### src/rtl/lc3_pkg.sv
// Shared types and encodings for the LC-3 instruction sequence/decode controller.
package lc3_pkg;

   typedef enum logic [4:0] {
      HALTED,
      S_18,
      S_33,
      S_35,
      S_32,
      S_01,
      S_05,
      S_09,
      S_00,
      S_22,
      S_12,
      S_04,
      S_21,
      S_06,
      S_25,
      S_27,
      S_07,
      S_23,
      S_16,
      PAUSE_IR1,
      PAUSE_IR2
   } state_t;

   localparam logic [3:0] OP_BR    = 4'b0000;
   localparam logic [3:0] OP_ADD   = 4'b0001;
   localparam logic [3:0] OP_JSR   = 4'b0100;
   localparam logic [3:0] OP_AND   = 4'b0101;
   localparam logic [3:0] OP_LDR   = 4'b0110;
   localparam logic [3:0] OP_STR   = 4'b0111;
   localparam logic [3:0] OP_NOT   = 4'b1001;
   localparam logic [3:0] OP_JMP   = 4'b1100;
   localparam logic [3:0] OP_PAUSE = 4'b1101;

   localparam logic [1:0] PCMUX_PC1  = 2'b00;
   localparam logic [1:0] PCMUX_BUS  = 2'b01;
   localparam logic [1:0] PCMUX_ADDR = 2'b10;

   localparam logic [1:0] ALUK_ADD   = 2'b00;
   localparam logic [1:0] ALUK_AND   = 2'b01;
   localparam logic [1:0] ALUK_NOT   = 2'b10;
   localparam logic [1:0] ALUK_PASSA = 2'b11;

   localparam logic [1:0] ADDR2_ZERO  = 2'b00;
   localparam logic [1:0] ADDR2_OFF6  = 2'b01;
   localparam logic [1:0] ADDR2_OFF9  = 2'b10;
   localparam logic [1:0] ADDR2_OFF11 = 2'b11;

   // States that hold for the SRAM access time and need the wait counter.
   function automatic logic is_mem_state(state_t s);
      return (s == S_33) || (s == S_25) || (s == S_16);
   endfunction

endpackage

### src/rtl/lc3_mem_wait_ctr.sv
// Loadable 3-bit down-counter timing SRAM read/write states; done at terminal count 0.
module lc3_mem_wait_ctr
   import lc3_pkg::*;
#(
   parameter int unsigned MEM_WAIT = 2
) (
   input  logic clk,
   input  logic rst_n,
   input  logic load,
   output logic done
);

   localparam logic [2:0] RELOAD = 3'(MEM_WAIT);

   logic [2:0] cnt_q, cnt_d;

   always_comb begin
      cnt_d = cnt_q;
      if (load) begin
         cnt_d = RELOAD;
      end else if (cnt_q != 3'd0) begin
         cnt_d = cnt_q - 3'd1;
      end
   end

   always_ff @(posedge clk or negedge rst_n) begin
      if (!rst_n) begin
         cnt_q <= 3'd0;
      end else begin
         cnt_q <= cnt_d;
      end
   end

   assign done = (cnt_q == 3'd0);

endmodule

### src/rtl/lc3_isdu_ctrl.sv
// LC-3 instruction sequence/decode unit: Moore FSM driving datapath loads, gates and selects.
// Optional pause states are built when LC3_PAUSE_EN is defined.
module lc3_isdu_ctrl
   import lc3_pkg::*;
#(
   parameter int unsigned MEM_WAIT = 2
) (
   input  logic       Clk,
   input  logic       Reset,
   input  logic       Run,
   input  logic       Continue,
   input  logic [3:0] Opcode,
   input  logic       IR_5,
   input  logic       IR_11,
   input  logic       BEN,
   output logic       LD_MAR,
   output logic       LD_MDR,
   output logic       LD_IR,
   output logic       LD_PC,
   output logic       LD_BEN,
   output logic       LD_CC,
   output logic       LD_REG,
   output logic       GatePC,
   output logic       GateMDR,
   output logic       GateALU,
   output logic       GateMARMUX,
   output logic       SR1MUX,
   output logic       SR2MUX,
   output logic       DRMUX,
   output logic       ADDR1MUX,
   output logic [1:0] PCMUX,
   output logic [1:0] ADDR2MUX,
   output logic [1:0] ALUK,
   output logic       MIO_EN,
   output logic       Mem_OE_n,
   output logic       Mem_WE_n
);

   state_t state_q, state_d;
   logic   ctr_load, ctr_done;

   lc3_mem_wait_ctr #(.MEM_WAIT(MEM_WAIT)) u_wait (
      .clk   (Clk),
      .rst_n (Reset),
      .load  (ctr_load),
      .done  (ctr_done)
   );

   // Reload only on entry so the hold time is MEM_WAIT+1 cycles.
   assign ctr_load = is_mem_state(state_d) && (state_d != state_q);

`ifdef LC3_PAUSE_EN
   logic pause_exit_q, pause_exit_d;

   // Remembers whether the pause came from opcode 1101 (exit to S_18) or from fetch.
   always_comb begin
      pause_exit_d = pause_exit_q;
      if ((state_d == PAUSE_IR1) && (state_q != PAUSE_IR1)) begin
         pause_exit_d = (state_q == S_32);
      end
   end

   always_ff @(posedge Clk or negedge Reset) begin
      if (!Reset) begin
         pause_exit_q <= 1'b0;
      end else begin
         pause_exit_q <= pause_exit_d;
      end
   end
`else
   logic unused_continue;
   assign unused_continue = Continue;
`endif

   always_comb begin
      state_d = state_q;
      case (state_q)
         HALTED:    if (Run) state_d = S_18;
         S_18:      state_d = S_33;
         S_33:      if (ctr_done) state_d = S_35;
`ifdef LC3_PAUSE_EN
         S_35:      state_d = PAUSE_IR1;
`else
         S_35:      state_d = S_32;
`endif
         S_32: begin
            case (Opcode)
               OP_ADD:   state_d = S_01;
               OP_AND:   state_d = S_05;
               OP_NOT:   state_d = S_09;
               OP_BR:    state_d = S_00;
               OP_JMP:   state_d = S_12;
               OP_JSR:   state_d = S_04;
               OP_LDR:   state_d = S_06;
               OP_STR:   state_d = S_07;
`ifdef LC3_PAUSE_EN
               OP_PAUSE: state_d = PAUSE_IR1;
`else
               OP_PAUSE: state_d = S_18;
`endif
               default:  state_d = S_18;
            endcase
         end
         S_00:      state_d = BEN ? S_22 : S_18;
         S_04:      state_d = S_21;
         S_06:      state_d = S_25;
         S_25:      if (ctr_done) state_d = S_27;
         S_07:      state_d = S_23;
         S_23:      state_d = S_16;
         S_16:      if (ctr_done) state_d = S_18;
`ifdef LC3_PAUSE_EN
         PAUSE_IR1: if (Continue) state_d = PAUSE_IR2;
         PAUSE_IR2: if (!Continue) state_d = pause_exit_q ? S_18 : S_32;
`else
         PAUSE_IR1: state_d = S_18;
         PAUSE_IR2: state_d = S_18;
`endif
         S_01, S_05, S_09, S_22, S_12, S_21, S_27: state_d = S_18;
         default:   state_d = HALTED;
      endcase
   end

   always_comb begin
      LD_MAR     = 1'b0;
      LD_MDR     = 1'b0;
      LD_IR      = 1'b0;
      LD_PC      = 1'b0;
      LD_BEN     = 1'b0;
      LD_CC      = 1'b0;
      LD_REG     = 1'b0;
      GatePC     = 1'b0;
      GateMDR    = 1'b0;
      GateALU    = 1'b0;
      GateMARMUX = 1'b0;
      SR1MUX     = 1'b0;
      SR2MUX     = 1'b0;
      DRMUX      = 1'b0;
      ADDR1MUX   = 1'b0;
      PCMUX      = PCMUX_PC1;
      ADDR2MUX   = ADDR2_ZERO;
      ALUK       = ALUK_ADD;
      MIO_EN     = 1'b0;
      Mem_OE_n   = 1'b1;
      Mem_WE_n   = 1'b1;
      case (state_q)
         S_18: begin
            GatePC = 1'b1;
            LD_MAR = 1'b1;
            LD_PC  = 1'b1;
         end
         S_33, S_25: begin
            Mem_OE_n = 1'b0;
            MIO_EN   = 1'b1;
            LD_MDR   = ctr_done;
         end
         S_35: begin
            GateMDR = 1'b1;
            LD_IR   = 1'b1;
         end
         S_32: LD_BEN = 1'b1;
         S_01, S_05, S_09: begin
            SR1MUX  = 1'b1;
            GateALU = 1'b1;
            LD_REG  = 1'b1;
            LD_CC   = 1'b1;
            if (state_q == S_01) begin
               SR2MUX = IR_5;
            end else if (state_q == S_05) begin
               SR2MUX = IR_5;
               ALUK   = ALUK_AND;
            end else begin
               ALUK   = ALUK_NOT;
            end
         end
         S_22: begin
            ADDR2MUX = ADDR2_OFF9;
            PCMUX    = PCMUX_ADDR;
            LD_PC    = 1'b1;
         end
         S_12: begin
            SR1MUX  = 1'b1;
            ALUK    = ALUK_PASSA;
            GateALU = 1'b1;
            PCMUX   = PCMUX_BUS;
            LD_PC   = 1'b1;
         end
         S_04: begin
            GatePC = 1'b1;
            DRMUX  = 1'b1;
            LD_REG = 1'b1;
         end
         S_21: begin
            LD_PC = 1'b1;
            if (IR_11) begin
               ADDR2MUX = ADDR2_OFF11;
               PCMUX    = PCMUX_ADDR;
            end else begin
               SR1MUX  = 1'b1;
               ALUK    = ALUK_PASSA;
               GateALU = 1'b1;
               PCMUX   = PCMUX_BUS;
            end
         end
         S_06, S_07: begin
            SR1MUX     = 1'b1;
            ADDR1MUX   = 1'b1;
            ADDR2MUX   = ADDR2_OFF6;
            GateMARMUX = 1'b1;
            LD_MAR     = 1'b1;
         end
         S_27: begin
            GateMDR = 1'b1;
            LD_REG  = 1'b1;
            LD_CC   = 1'b1;
         end
         S_23: begin
            ALUK    = ALUK_PASSA;
            GateALU = 1'b1;
            LD_MDR  = 1'b1;
         end
         S_16: Mem_WE_n = 1'b0;
         default: ;
      endcase
   end

   always_ff @(posedge Clk or negedge Reset) begin
      if (!Reset) begin
         state_q <= HALTED;
      end else begin
         state_q <= state_d;
      end
   end

endmodule
### config.mk
export PLATFORM = sky130hd
export DESIGN_NAME = lc3_isdu_ctrl
export DESIGN_NICKNAME = d
export VERILOG_FILES = /design/src/rtl/lc3_pkg.sv /design/src/rtl/lc3_mem_wait_ctr.sv /design/src/rtl/lc3_isdu_ctrl.sv
export SDC_FILE = /design/constraint.sdc
export NUM_CORES = 1
export LEC_CHECK = 0
export ABC_AREA = 1
export BUFFER_PORTS_ARGS = -buffer_cell sky130_fd_sc_hd__buf_2
export CAP_MARGIN = 20
export CORE_ASPECT_RATIO = 1.25
export CORE_MARGIN = 2
export CORE_UTILIZATION = 34
export DETAILED_ROUTE_END_ITERATION = 10
export PLACE_DENSITY = 0.53
export SLEW_MARGIN = 10
export SYNTH_ARGS = -nofsm -noshare
export SYNTH_HDL_FRONTEND = slang
export SYNTH_SLANG_ARGS = --single-unit
export TNS_END_PERCENT = 100
### constraint.sdc
create_clock -name Clk -period 1.98 [get_ports Clk]
set_input_delay 0.396 -clock Clk [delete_from_list [all_inputs] [get_ports Clk]]
set_output_delay 0.396 -clock Clk [all_outputs]
set_load 0.1 [all_outputs]
After elaboration in Yosys (flattened, before gate mapping)
Memories as Yosys holds them, arrays and structs flattened.
Cells that the tools add are included.
Storage, ports and cells
  bits in registers: 8
  output and inout bits: 24
  bits in read-only memories: 80
  memories: 1
  logic and storage cells: 84
  bits of input ports: 11
Cells by class
  eq/ne operators: 24
  multiplexer cells: 36
  add/sub/neg operators: 1
  reduce and logical (&&, ||, !) cells: 20
Memory list
  (name not given): depth 16, bits a word 5, rd ports 1, clocked after Yosys merged registers in 0, wr ports 0, RTL line lc3_isdu_ctrl.sv:87  | case (Opcode)
Operators with widths (number)
  $pmux 5 s13: 1
  $eq 5x4->1 const B: 9
  $eq 5x5->1 const B: 6
  $eq 5x3->1 const B: 4
  $mux 5: 4
  $pmux 2 s3: 3
  $mux 1: 17
  $eq 5x2->1 const B: 3
  $mux 2: 5
  $reduce_or 2->1: 5
  $reduce_or 5->1: 2
  $reduce_or 9->1: 1
  $reduce_or 4->1: 2
  $mux 3: 2
  $pmux 1 s2: 3
  $reduce_or 3->1: 2
  $reduce_or 6->1: 1
  $eq 5x1->1 const B: 1
  $logic_not 5->1: 1
  $ne 5x5->1: 1
  $mux 4: 1
  $logic_not 3->1: 1
  $reduce_bool 3->1: 1
  $sub 3x1->3 const B: 1
  other kinds (3): 4

Longest topological paths before layout
  depth after elaboration: 8
  mapped depth: 13
  depth with buffers taken out: 13

Hierarchy
Synthesis repeated with hierarchy kept, for this count alone.
Second synthesis, totals
  cells, all modules: 187
  area, all modules: 1127.3 sq um
By module, submodules not included
  lc3_isdu_ctrl: cells an instance 163, times used 1, area an instance 937.1 sq um, seq. area each 125.1 sq um
  lc3_mem_wait_ctr: cells an instance 24, times used 1, area an instance 190.2 sq um, seq. area each 75.1 sq um

Least setup slack after synthesis
No wires, ideal clock.
  path kind: reg-to-output
  start point: register state_q[1]
  end point: output LD_MDR
  setup slack: -1.679 ns
  buffers on the path: 0
  data required time: 1.584 ns
  stages on the path, launching flop included: 7
  arrival: 3.263 ns
  path through: dfrtp_1 inv_2 nor2_1 nand2_1 nor2_1 nor2_4 o21ai_0
On the way
  cells in the longest elaborated chain, start to end: 3
  elaborated cells between the ends (all ways): 5
  classes of those cells: eq/ne: 3; mux: 1; reduce/logical: 1
Ends and longest elaborated chain
  start: declaration: RTL line lc3_isdu_ctrl.sv:39  | state_t state_q, state_d;
  start signal: assignment: RTL line lc3_isdu_ctrl.sv:230  | state_q <= state_d;
  $eq 5x4->1 / $eq 5x2->1 (equally long branches): RTL line lc3_isdu_ctrl.sv:145  | case (state_q)
  $reduce_or 2->1: RTL line lc3_isdu_ctrl.sv:145
  $pmux 1 s2 *: RTL line lc3_isdu_ctrl.sv:145
  end: declaration: RTL line lc3_isdu_ctrl.sv:17  | output logic LD_MDR,
Mark *: on every way between the ends. The rest lies on a longest branch, timed or not.

Worst setup path after layout
  start point: register state_q[1]
  end point: output SR1MUX
On the way
  cells in the longest elaborated chain, start to end: 3
  elaborated cells between the ends (all ways): 9
  classes of those cells: eq/ne: 7; mux: 1; reduce/logical: 1
Ends and longest elaborated chain
  $eq 5x3->1 (tied with other cells): RTL line lc3_isdu_ctrl.sv:145
  $reduce_or 6->1 (no line)
  $pmux 1 s2 *: RTL line lc3_isdu_ctrl.sv:145
  end: declaration: RTL line lc3_isdu_ctrl.sv:27  | output logic SR1MUX,
Marked as above.

==> impl_metrics.prom <==
# TYPE chip_impl_metric gauge
chip_impl_metric{name="fp.dieH",unit="µm"} 67.4
chip_impl_metric{name="worstPathBufferInverterCount",unit=""} 2
chip_impl_metric{name="grt_pass1_vias",unit=""} 1469
chip_impl_metric{name="syn-mean-instance-area",unit="µm²"} 5.57
chip_impl_metric{name="finalClockSkew",unit="ns"} 0.000981
chip_impl_metric{name="wl_per_cell",unit="µm"} 13.3
chip_impl_metric{name="place.detailed.hpwl",unit="mm"} 3.18
chip_impl_metric{name="syn_area",unit="µm²"} 1090
chip_impl_info{name="yosys-top-cells-area",value="sky130_fd_sc_hd__nand2_1 (20%), sky130_fd_sc_hd__dfrtp_1 (18%), sky130_fd_sc_hd__nor2_1 (12%), sky130_fd_sc_hd__nand3_1 (11%), sky130_fd_sc_hd__inv_1 (7.6%)"} 1
chip_impl_metric{name="power.leakage",unit="nW"} 1.20
chip_impl_metric{name="cp.arrival",unit="ns"} 1.68
chip_impl_info{name="worst_hold_path_type",value="input port to async pin"} 1
chip_impl_metric{name="net_count_reported_at_finish",unit=""} 283
chip_impl_metric{name="timing.slew.headroom",unit="%"} 80.0
chip_impl_metric{name="cts_hold_buffers",unit=""} 0
chip_impl_metric{name="globalplace.congestion",unit=""} 0.874
chip_impl_metric{name="final_routed_wirelength_across_all_metal_layers",unit="mm"} 4.00
chip_impl_info{name="startpoint_type",value="flop"} 1
chip_impl_metric{name="synth.top_cell.area_share",unit="%"} 19.6
chip_impl_metric{name="drc",unit=""} 0
chip_impl_metric{name="drv_cap",unit=""} 0
chip_impl_info{name="tritoncts",value="built"} 1
chip_impl_metric{name="drt_iter0_drc",unit=""} 43
chip_impl_metric{name="max-clock-path-buffers",unit=""} 2
chip_impl_metric{name="insertion_delay",unit="ns"} 0.22
chip_impl_metric{name="synthToLayoutAreaGrowth",unit="%"} 113
chip_impl_metric{name="total_of_warnings_raised_by_yosys",unit=""} 0
chip_impl_metric{name="core.rowCount",unit=""} 23
chip_impl_metric{name="pin_count_of_the_biggest_net_entering_global_routing",unit=""} 12
chip_impl_info{name="grt_setup_unrepaired",value="yes"} 1
chip_impl_metric{name="clkTransAtPathRegs",unit="ns"} 0.04
chip_impl_info{name="timing.critical_path.max_delay_family",value="simple AND/OR/NAND/NOR gates"} 1
chip_impl_metric{name="grtUsageTotal",unit="%"} 23.2
chip_impl_metric{name="syn_inst",unit=""} 196
chip_impl_metric{name="coreArea",unit="µm²"} 3140
chip_impl_metric{name="fp.dieW",unit="µm"} 54.7
chip_impl_metric{name="hold_violations",unit=""} 0
chip_impl_metric{name="post-route-worst-setup-slack",unit="ns"} -0.0961
chip_impl_info{name="slowest_stage",value="sky130_fd_sc_hd__dfrtp_2"} 1
chip_impl_metric{name="fin_crit_period",unit="ns"} 2.08
chip_impl_metric{name="number_of_endpoints_failing_setup_at_the_final_stage",unit=""} 11
chip_impl_metric{name="synth.lib_cells_used.distinct",unit=""} 22
chip_impl_metric{name="slew_at_the_pin_closest_to_its_max_slew_limit",unit="ns"} 0.302
chip_impl_metric{name="ios",unit=""} 35
chip_impl_info{name="criticalPathCategory",value="flop to output pin"} 1
chip_impl_metric{name="vias",unit=""} 1539
chip_impl_metric{name="start_util",unit="%"} 34.8
chip_impl_metric{name="number_of_detailed_route_iterations_in_the_first_pass",unit=""} 4
chip_impl_metric{name="cts_buffers",unit=""} 3
chip_impl_metric{name="finish.utilization",unit="%"} 74.3
chip_impl_metric{name="max_slew_violation_count",unit=""} 0
chip_impl_info{name="layout.cells.most_common_list",value="sky130_fd_sc_hd__nand2_1 (43), sky130_fd_sc_hd__buf_4 (28), sky130_fd_sc_hd__buf_12 (25)"} 1
chip_impl_info{name="synth_top_area_cell",value="sky130_fd_sc_hd__nand2_1"} 1
chip_impl_metric{name="synth.net_count",unit=""} 213
chip_impl_metric{name="reg2regPathDepth",unit=""} 12
chip_impl_metric{name="critical_path_peak_fanout",unit=""} 7
chip_impl_info{name="timing.critical_path.to_type",value="output pin"} 1
chip_impl_info{name="failing_checks",value="setup timing"} 1
chip_impl_metric{name="die-area",unit="µm²"} 3680
chip_impl_metric{name="global_route.overflow_total",unit=""} 0
chip_impl_metric{name="timing.final.crit_share",unit="%"} 105
chip_impl_metric{name="h-tree-depth",unit=""} 1
chip_impl_metric{name="clock.fmax",unit="MHz"} 482
chip_impl_metric{name="synth_seq_cells",unit=""} 8
chip_impl_info{name="regToRegStartpoint",value="state_q[1]"} 1
chip_impl_metric{name="grt_antenna_before_repair",unit=""} 0
chip_impl_metric{name="grt_first_pass_wirelength",unit="mm"} 6.30
chip_impl_metric{name="power_density",unit="nW/µm²"} 1610
chip_impl_info{name="master_cell_of_the_clock_root_buffer",value="sky130_fd_sc_hd__clkbuf_8"} 1
chip_impl_metric{name="numClockSinks",unit=""} 8
chip_impl_metric{name="peakVddDrop",unit="mV"} 1.40
chip_impl_metric{name="synth-seq-area-share",unit="%"} 18.3
chip_impl_metric{name="layout_cells_sized_above_1",unit="%"} 54.5
chip_impl_info{name="final_common_cell",value="sky130_fd_sc_hd__nand2_1"} 1
chip_impl_metric{name="crit_path_max_incr_delay",unit="ns"} 0.47
chip_impl_info{name="status",value="finished with violations"} 1
chip_impl_metric{name="antenna_left",unit=""} 0
chip_impl_metric{name="route.detailed.vias_per_inst",unit=""} 5.11
chip_impl_metric{name="antenna_cells",unit=""} 0
chip_impl_metric{name="hold-worst-slack",unit="ns"} 0.00542
chip_impl_info{name="crit-reg2reg-capture",value="u_wait.cnt_q[0]"} 1
chip_impl_metric{name="reg2reg_slack",unit="ns"} 0.09
chip_impl_metric{name="port_buffers",unit=""} 33
chip_impl_metric{name="worst-endpoint-required",unit="ns"} 1.58
chip_impl_info{name="timing.critical_path.cells",value="nor2_4 -> nand2_4 -> nand2_8 -> clkinvlp_4 -> nand3_4 -> buf_12"} 1
registers in the layout, summed over array words and instances, names as in the netlist:
| register | count |
|---|---|
| state_q | 5 |
| u_wait.cnt_q | 3 |
Yosys cell counts:
library cell               instances
sky130_fd_sc_hd__buf_4             1
sky130_fd_sc_hd__nand4_1           3
sky130_fd_sc_hd__ha_1              6
sky130_fd_sc_hd__nor2_1           36
sky130_fd_sc_hd__nand3b_1          2
sky130_fd_sc_hd__nor3_1            1
sky130_fd_sc_hd__inv_1            22
sky130_fd_sc_hd__nor2_2            5
sky130_fd_sc_hd__nand2_2           1
sky130_fd_sc_hd__inv_2             8
sky130_fd_sc_hd__nand3_1          25
sky130_fd_sc_hd__o22ai_1           1
sky130_fd_sc_hd__a21oi_1           5
sky130_fd_sc_hd__o211ai_1          1
sky130_fd_sc_hd__dfrtp_1           8
sky130_fd_sc_hd__nand3_2           3
sky130_fd_sc_hd__o21a_1            1
sky130_fd_sc_hd__buf_2             1
sky130_fd_sc_hd__nand2_1          57
sky130_fd_sc_hd__xor2_1            2
sky130_fd_sc_hd__nor2_4            2
sky130_fd_sc_hd__o21ai_0           5
stage by stage:
stage / std cells / setup WS [ns] / TNS (ns) / power [W] / area (µm²)
after CTS: 292 / -0.0683 / -0.353 / 0.00349 / 2140
final: 301 / -0.0961 / -0.546 / 0.00376 / 2330
after detailed placement: 280 / 0.0367 / 0 / 0.00310 / 1930
after global routing: 301 / -0.143 / -1.28 / 0.00396 / 2330
after global placement: 280 / 0.0716 / 0 / 0.00306 / 1930
after floorplan: 196 / -0.526 / -3.58 / 0.00218 / 1270
what timing repair did:
action / CTS / global route
setup buffers: 9 / 8
endpoints found under the setup margin: 15 / 22
cloned: 0 / 1
endpoints found under the hold margin: 0 / 0
resized for setup: 24 / 35
pin swaps: 10 / 13
final cells by class:
cell class,count,area (µm²)
repair inverters,1,5.00
multi-input cells,156,1100
fillers,224,807
repair buffers,66,797
flip-flops and latches,8,205
inverters,30,138
clock buffers,3,41.3
well taps,37,46.3
metal layers:
layer,global-route usage [%],vias up,share of wire (%)
li1,-,762,-
met1,24.8,706,37
met2,42.6,52,55
met3,1.77,19,3.2
met4,13.4,0,4.6
met5,0,-,0
worst max-delay path by stage:
stage | from | to | slack (ns) | cells after the start
after floorplan | state_q[3] | ALUK[0] | -0.53 | 3
after global placement | state_q[2] | SR1MUX | 0.07 | 7
after detailed placement | state_q[2] | SR1MUX | 0.04 | 8
after CTS | state_q[1] | SR1MUX | -0.07 | 7
after global routing | state_q[1] | SR1MUX | -0.14 | 6
final | state_q[1] | SR1MUX | -0.1 | 6
power by group:
part / leakage (nW) / internal (W) / switching, W
registers: 0.0966 / 0.000239 / 0.0000904
logic: 1.08 / 0.00120 / 0.00204
clock network: 0.0216 / 0.000131 / 0.0000574
kinds of logic (layout without fill, tap and decap cells):
group / Yosys count / after routing / synth area share [%]
AND/OR/NAND/NOR: 135 / 135 / 55.2
buffers and inverters: 32 / 100 / 11.5
AO/OA/AOI/OAI: 13 / 13 / 6.53
flip-flops: 8 / 8 / 18.3
adder cells (fa/ha/maj): 6 / 6 / 6.87
XOR/XNOR: 2 / 2 / 1.60
No activity file was read; power rests on OpenSTA's default activity.
